**src/rtl/store_buffer.sv**
```systemverilog
// Store buffer: circular FIFO of pending CPU stores that drains to data memory
// whenever the memory port is not taken by a load, flagging loads that hit a pending store.
module store_buffer #(
    parameter int DATA_WIDTH = 32,
    parameter int DEPTH      = 4
) (
    input  logic                  clk,
    input  logic                  reset_n,
    input  logic                  st_valid,
    output logic                  st_ready,
    input  logic [DATA_WIDTH-1:0] st_addr,
    input  logic [DATA_WIDTH-1:0] st_data,
    input  logic [1:0]            st_maskmode,
    input  logic                  ld_req,
    input  logic [DATA_WIDTH-1:0] ld_addr,
    output logic                  ld_hazard,
    output logic                  mem_write,
    output logic [DATA_WIDTH-1:0] mem_address,
    output logic [DATA_WIDTH-1:0] mem_write_data,
    output logic [1:0]            mem_maskmode,
    input  logic                  drain_req,
    output logic                  empty,
    output logic                  full,
    output logic [$clog2(DEPTH):0] count
);

    localparam int PTR_W = $clog2(DEPTH);
    localparam logic [PTR_W:0] FULL_COUNT = (PTR_W + 1)'(DEPTH);

    typedef struct packed {
        logic [DATA_WIDTH-1:0] addr;
        logic [DATA_WIDTH-1:0] data;
        logic [1:0]            mode;
    } entry_t;

    entry_t           entries [DEPTH];
    logic [DEPTH-1:0] valid_q;
    logic [PTR_W-1:0] head_q;
    logic [PTR_W-1:0] tail_q;
    logic [PTR_W:0]   count_q;
    logic             enq;
    logic             deq;
    logic [DEPTH-1:0] hit;
    logic             unused_ld_low;

    assign empty    = (count_q == '0);
    assign full     = (count_q == FULL_COUNT);
    assign count    = count_q;
    assign st_ready = !full && !drain_req;
    assign enq      = st_valid && st_ready;
    // Loads own the memory port, so they suppress the drain for the cycle.
    assign deq       = !empty && !ld_req;
    assign mem_write = deq;

    assign mem_address    = empty ? '0 : entries[head_q].addr;
    assign mem_write_data = empty ? '0 : entries[head_q].data;
    assign mem_maskmode   = empty ? '0 : entries[head_q].mode;

    // NOTE: entry storage has no reset; valid_q/count_q guarantee a stale entry is never presented.
    always_ff @(posedge clk) begin
        if (enq) begin
            entries[tail_q] <= '{addr: st_addr, data: st_data, mode: st_maskmode};
        end
    end

    // NOTE: sequential state uses non-blocking assignments so every update sees pre-edge values.
    always_ff @(posedge clk or negedge reset_n) begin
        if (!reset_n) begin
            head_q  <= '0;
            tail_q  <= '0;
            count_q <= '0;
            valid_q <= '0;
        end else begin
            if (enq) begin
                tail_q          <= tail_q + 1'b1;
                valid_q[tail_q] <= 1'b1;
            end
            if (deq) begin
                head_q          <= head_q + 1'b1;
                valid_q[head_q] <= 1'b0;
            end
            case ({enq, deq})
                2'b10:   count_q <= count_q + 1'b1;
                2'b01:   count_q <= count_q - 1'b1;
                default: count_q <= count_q;
            endcase
        end
    end

    // Word-granular match against registered entries only; a same-cycle enqueue is not visible.
    // NOTE: every always_comb output gets a default first so no latch is inferred.
    always_comb begin
        hit = '0;
        for (int i = 0; i < DEPTH; i++) begin
            hit[i] = valid_q[i] &&
                     (entries[i].addr[DATA_WIDTH-1:2] == ld_addr[DATA_WIDTH-1:2]);
        end
    end

    assign ld_hazard     = ld_req && (|hit);
    assign unused_ld_low = ^ld_addr[1:0];

endmodule

```
**config.mk**
```make
export PLATFORM = sky130hd
export DESIGN_NAME = store_buffer
export DESIGN_NICKNAME = d
export VERILOG_FILES = /design/src/rtl/store_buffer.sv
export SDC_FILE = /design/constraint.sdc
export NUM_CORES = 1
export LEC_CHECK = 0
export CAP_MARGIN = 10
export CORE_MARGIN = 3
export CORE_UTILIZATION = 55
export CTS_BUF_LIST = sky130_fd_sc_hd__clkbuf_4
export DETAILED_ROUTE_END_ITERATION = 7
export PLACE_DENSITY_LB_ADDON = 0.05
export SYNTH_ARGS = -nofsm -noshare
export SYNTH_HDL_FRONTEND = slang
export SYNTH_SLANG_ARGS = --single-unit
```
**constraint.sdc**
```tcl
create_clock -name clk -period 8.7 [get_ports clk]
set_input_delay 1.74 -clock clk [delete_from_list [all_inputs] [get_ports clk]]
set_output_delay 1.74 -clock clk [all_outputs]
set_load 0.02 [all_outputs]
```
==> tab_implementation.tex <==
\begin{tabular}{lr}
\hline
Metric & Value \\
\hline
\multicolumn{2}{l}{\textbf{Flow run}} \\
\quad Maximum Capacitance Violations & 0 \\
\multicolumn{2}{l}{\textbf{Final layout}} \\
\quad Final Net Count & approximately 980 \\
\quad Area growth from synthesis to final layout & 24.22\% \\
\quad Fraction of final layout cells with drive strength greater than 1 & between 20\% and 30\% \\
\quad Footprint of the multi-input gates & between 3000 and 4000 µm² \\
\quad Total of fill cells in the finished design & roughly 1.4k \\
\quad Storage cell area & 8208 µm² \\
\quad Non-filler instance count after layout & approximately 1.2k \\
\multicolumn{2}{l}{\textbf{Worst setup path}} \\
\quad Launching point of the worst reg2reg path & count[2] \\
\quad Path depth of the worst reg2reg path & 9 \\
\quad CP Capture Type & primary output \\
\quad Critical path data required time & between 6000 and 7000 ps \\
\quad Data arrival time of the worst path & around 4300 ps \\
\quad Kind of critical path & primary input to primary output \\
\quad Slack of the worst reg-to-reg path & approximately 6000 ps \\
\quad CP Launch Type & primary input \\
\quad Reg-to-Reg End & count[2] \\
\quad Crit Path Max Fanout & 4 \\
\multicolumn{2}{l}{\textbf{Synthesis}} \\
\quad Part of the Yosys area used for sequential elements & 68.67\% \\
\quad Summed instance area of the synthesized netlist & 11950 µm² \\
\quad Distinct cell type count after synthesis & 27 \\
\quad Top area cells in the synthesized netlist & sky130\_fd\_sc\_hd\_\_edfxtp\_1 66\%, sky130\_fd\_sc\_hd\_\_mux4\_2 12\%, sky130\_fd\_sc\_hd\_\_xnor2\_1 5.8\% \\
\quad Average size of a mapped cell & between 15 and 20 µm² \\
\quad FF+latch count, synth & approximately 280 \\
\quad Top cell type by total area after synthesis & sky130\_fd\_sc\_hd\_\_edfxtp\_1 \\
\quad Share of Yosys cell area claimed by the top area cell type & about 66\% \\
\quad Yosys warns & 0 \\
\quad Number of nets produced by synthesis & between 700 and 800 \\
\quad Synthesized instance count & 650 \\
\multicolumn{2}{l}{\textbf{Global routing}} \\
\quad Vias in the first global route & about 7.2k \\
\quad Largest net degree at the start of global routing & around 70 \\
\quad Wire length of the first global-routing pass & approximately 41 mm \\
\quad Number of antenna violations at the first check in global routing & 2 \\
\quad Total overflow reported by the global router & 0 \\
\quad All-Layer GR Usage & 23.01\% \\
\multicolumn{2}{l}{\textbf{Routing}} \\
\quad Routed wire length per instance & between 20 and 25 µm \\
\quad Avg Vias per Cell & about 5.5 \\
\quad Wire length on met3 & roughly 2.3 mm \\
\quad Post-DRT Antenna Nets & 0 \\
\quad Total wirelength of the detailed-routed design & between 20 and 30 mm \\
\quad DR top layer & met5 \\
\quad Met2 routed wirelength & roughly 13 mm \\
\quad Post-detailed-route DRC marker count & 0 \\
\quad DRC violation total after the first TritonRoute iteration & 408 \\
\quad Vias & about 6.6k \\
\quad Detailed Routing Iterations Pass 1 & 5 \\
\quad Routed metal-1 wire length & about 11 mm \\
\multicolumn{2}{l}{\textbf{Timing}} \\
\quad Max-slew headroom & around a quarter \\
\quad Maximum achievable frequency & between 0.15 and 0.2 GHz \\
\quad Worst-margin pin slew & $\sim$1100 ps \\
\quad Worst clock skew on the final layout & 18.36 ps \\
\quad Max Transition Viols Final & 0 \\
\quad Setup-failing EPs final & 0 \\
\quad Final hold violations & 0 \\
\quad Final critical-path required period & between 6000 and 7000 ps \\
\quad Crit path setup slack, layout & around 2600 ps \\
\quad Final cycle utilization of the critical path & 69.83\% \\
\quad Setup repair after global routing missed its margin & no \\
\quad Final total negative setup slack & 0 ps \\
\multicolumn{2}{l}{\textbf{Clock network}} \\
\quad Clk Latency, worst-skew pair & around 640 ps \\
\quad Clock tree from TritonCTS & built \\
\quad Clock net sink count & 275 \\
\quad Max clock buf depth & 3 \\
\quad H-tree levels & 3 \\
\quad Clock transition at path regs & approximately 50 ps \\
\quad Number of buffers inserted during clock tree synthesis & approximately 70 \\
\quad Number of post-CTS setup repair buffers & 0 \\
\quad CTS Root Buffer Type & sky130\_fd\_sc\_hd\_\_clkbuf\_4 \\
\quad Post-cts gate resize count & 0 \\
\quad Number of buffers inserted by hold repair at cts & 0 \\
\multicolumn{2}{l}{\textbf{Placement}} \\
\quad Total placed cells including tap cells & $\sim$1.1k \\
\quad Number of buffer cells added on primary ports & 174 \\
\quad Pre-CTS setup slack & approximately 2700 ps \\
\quad Detailed placement HPWL & between 15 and 20 mm \\
\quad Gp weighted congestion & about 0.87 \\
\multicolumn{2}{l}{\textbf{Floorplanning}} \\
\quad Initial core utilization & 56.47\% \\
\quad Floorplan die height & between 150 and 200 µm \\
\quad Number of placement rows & 53 \\
\quad IO Pins & $\sim$180 \\
\quad Die extent in x & between 150 and 200 µm \\
\quad Core Area & roughly 21000 µm² \\
\quad Die ar. & between 20000 and 25000 µm² \\
\multicolumn{2}{l}{\textbf{Power}} \\
\quad Share of total power consumed by net switching & around a third \\
\quad Power density over cell area & about 310 nW/µm² \\
\quad Maximum resistive drop on vdd & between 0.0002 and 0.00025 V \\
\quad Comb pwr share & a little under two fifths \\
\quad Internal Power & $\sim$3.1 mW \\
\quad Net switching power & 1.507 mW \\
\quad Fraction of power consumed by sequential logic & $\sim$38\% \\
\quad Part of the power in the clock network & between 20 and 25\% \\
\quad Leakage power figure & $\sim$4.9 nW \\
\multicolumn{2}{l}{\textbf{Worst hold path}} \\
\quad Worst hold-check path type & flip-flop to flip-flop \\
\quad Hold Startpoint & valid\_q[2] \\
\quad Hold Crit Endpoint & valid\_q[2] \\
\quad Number of cells on the worst hold path & 1 \\
\multicolumn{2}{l}{\textbf{Status}} \\
\quad Status & completed \\
\hline
\end{tabular}
-- flip-flops by register name (all words and copies together) (netlist names) --
signal,count
entries,264
head_q,2
tail_q,2
count,3
valid_q,4
-- logic make-up after synthesis --
kind of cell,count (synthesis),share of synthesized area [%]
buffers and inverters,48,1.917
AND/OR/NAND/NOR,118,6.149
AO/OA/AOI/OAI,7,0.4504
XOR/XNOR,125,9.165
flip-flops,275,68.67
multiplexers,67,12.54
adder cells (fa/ha/maj),10,1.110
-- worst max path at each step --
stage	startpoint	to	slack (ps)	cells past startpoint
CTS	ld_addr[16]	ld_hazard	2660	7
detailed placement	ld_addr[16]	ld_hazard	2670	7
finish	ld_addr[16]	ld_hazard	2630	7
floorplan	ld_addr[12]	ld_hazard	3960	6
global placement	ld_addr[16]	ld_hazard	2660	7
global route	ld_addr[16]	ld_hazard	2520	7
-- power groups by stage --
stage               logic (mW)  registers [mW]  clock network, mW
floorplan                 1.12            1.71                  0
global placement          1.77            1.78                  0
detailed placement        1.78            1.79                  0
CTS                       1.79            1.76               1.16
global route              1.87            1.78               1.24
finish                    1.77            1.76               1.12
-- placed cells by master (no fill, tap or decap), types with 2 or more instances in the layout --
cell type                           n
sky130_fd_sc_hd__buf_4              5
sky130_fd_sc_hd__bufinv_16          3
sky130_fd_sc_hd__clkbuf_4         103
sky130_fd_sc_hd__edfxtp_1         264
sky130_fd_sc_hd__xnor2_1           79
sky130_fd_sc_hd__nor2b_1           66
sky130_fd_sc_hd__mux4_2            66
sky130_fd_sc_hd__inv_1              9
sky130_fd_sc_hd__o21ai_0            2
sky130_fd_sc_hd__a2bb2oi_1          4
sky130_fd_sc_hd__nor2_2             2
sky130_fd_sc_hd__nor4_1            16
sky130_fd_sc_hd__clkdlybuf4s50_1  174
sky130_fd_sc_hd__dfrtp_1            9
sky130_fd_sc_hd__xor2_1            46
sky130_fd_sc_hd__and3_4             4
sky130_fd_sc_hd__nand4_1           24
sky130_fd_sc_hd__nand2_1            2
sky130_fd_sc_hd__ha_1               9
sky130_fd_sc_hd__clkinv_1          15
-- worst max-delay path, stage by stage --
cell and delay (ps):
sky130_fd_sc_hd__clkdlybuf4s50_1 520, sky130_fd_sc_hd__xnor2_1 360, sky130_fd_sc_hd__nand4_1 200, sky130_fd_sc_hd__nor4_1 390, sky130_fd_sc_hd__nand4_1 120, sky130_fd_sc_hd__a41oi_1 330
sky130_fd_sc_hd__clkdlybuf4s50_1 670
-- Yosys cell counts (all sizes together) --
master     n
nand2      2
a41oi      1
a2bb2oi    4
xor2      46
and2       1
edfxtp   264
nor2b     66
nand4     24
inv        9
mux2       1
o21ai      2
mux4      66
fa         1
dfrtp     11
clkbuf    24
nor2       3
xnor2     79
nor3       1
ha         9
nor4      16
and3       5
buf       15
-- final cells by class --
| type | instances | area share [%] |
|---|---|---|
| clock buffers | 103 | 5.211 |
| repair buffers | 179 | 11.99 |
| clock inverters | 20 | 1.062 |
| diodes | 1 | 0.01686 |
| inverters | 9 | 0.2277 |
| well taps | 275 | 2.319 |
| multi-input cells | 327 | 23.86 |
| flip-flops and latches | 275 | 55.32 |
-- stage by stage --
stage | power [mW] | instance area (µm²) | utilization, % | hold WS [ps]
2_1_floorplan | 2.832 | 11950 | - | 504.2
3_3_place_gp | 3.546 | 13900 | 65.73 | 542.4
3_5_place_dp | 3.577 | 13900 | 65.73 | 561.4
4_1_cts | 4.720 | 14840 | 70.13 | 579.9
5_1_grt | 4.892 | 14840 | 70.14 | 590.6
6_report | 4.652 | 14840 | 70.14 | 578.2
-- routing by layer --
metal	vias to the layer above	GRT usage, %
met5	-	0
met4	2	7.738
met3	50	6.795
met2	264	38.04
met1	3267	29.63
li1	2987	-
No activity file was read; power rests on OpenSTA's default activity.
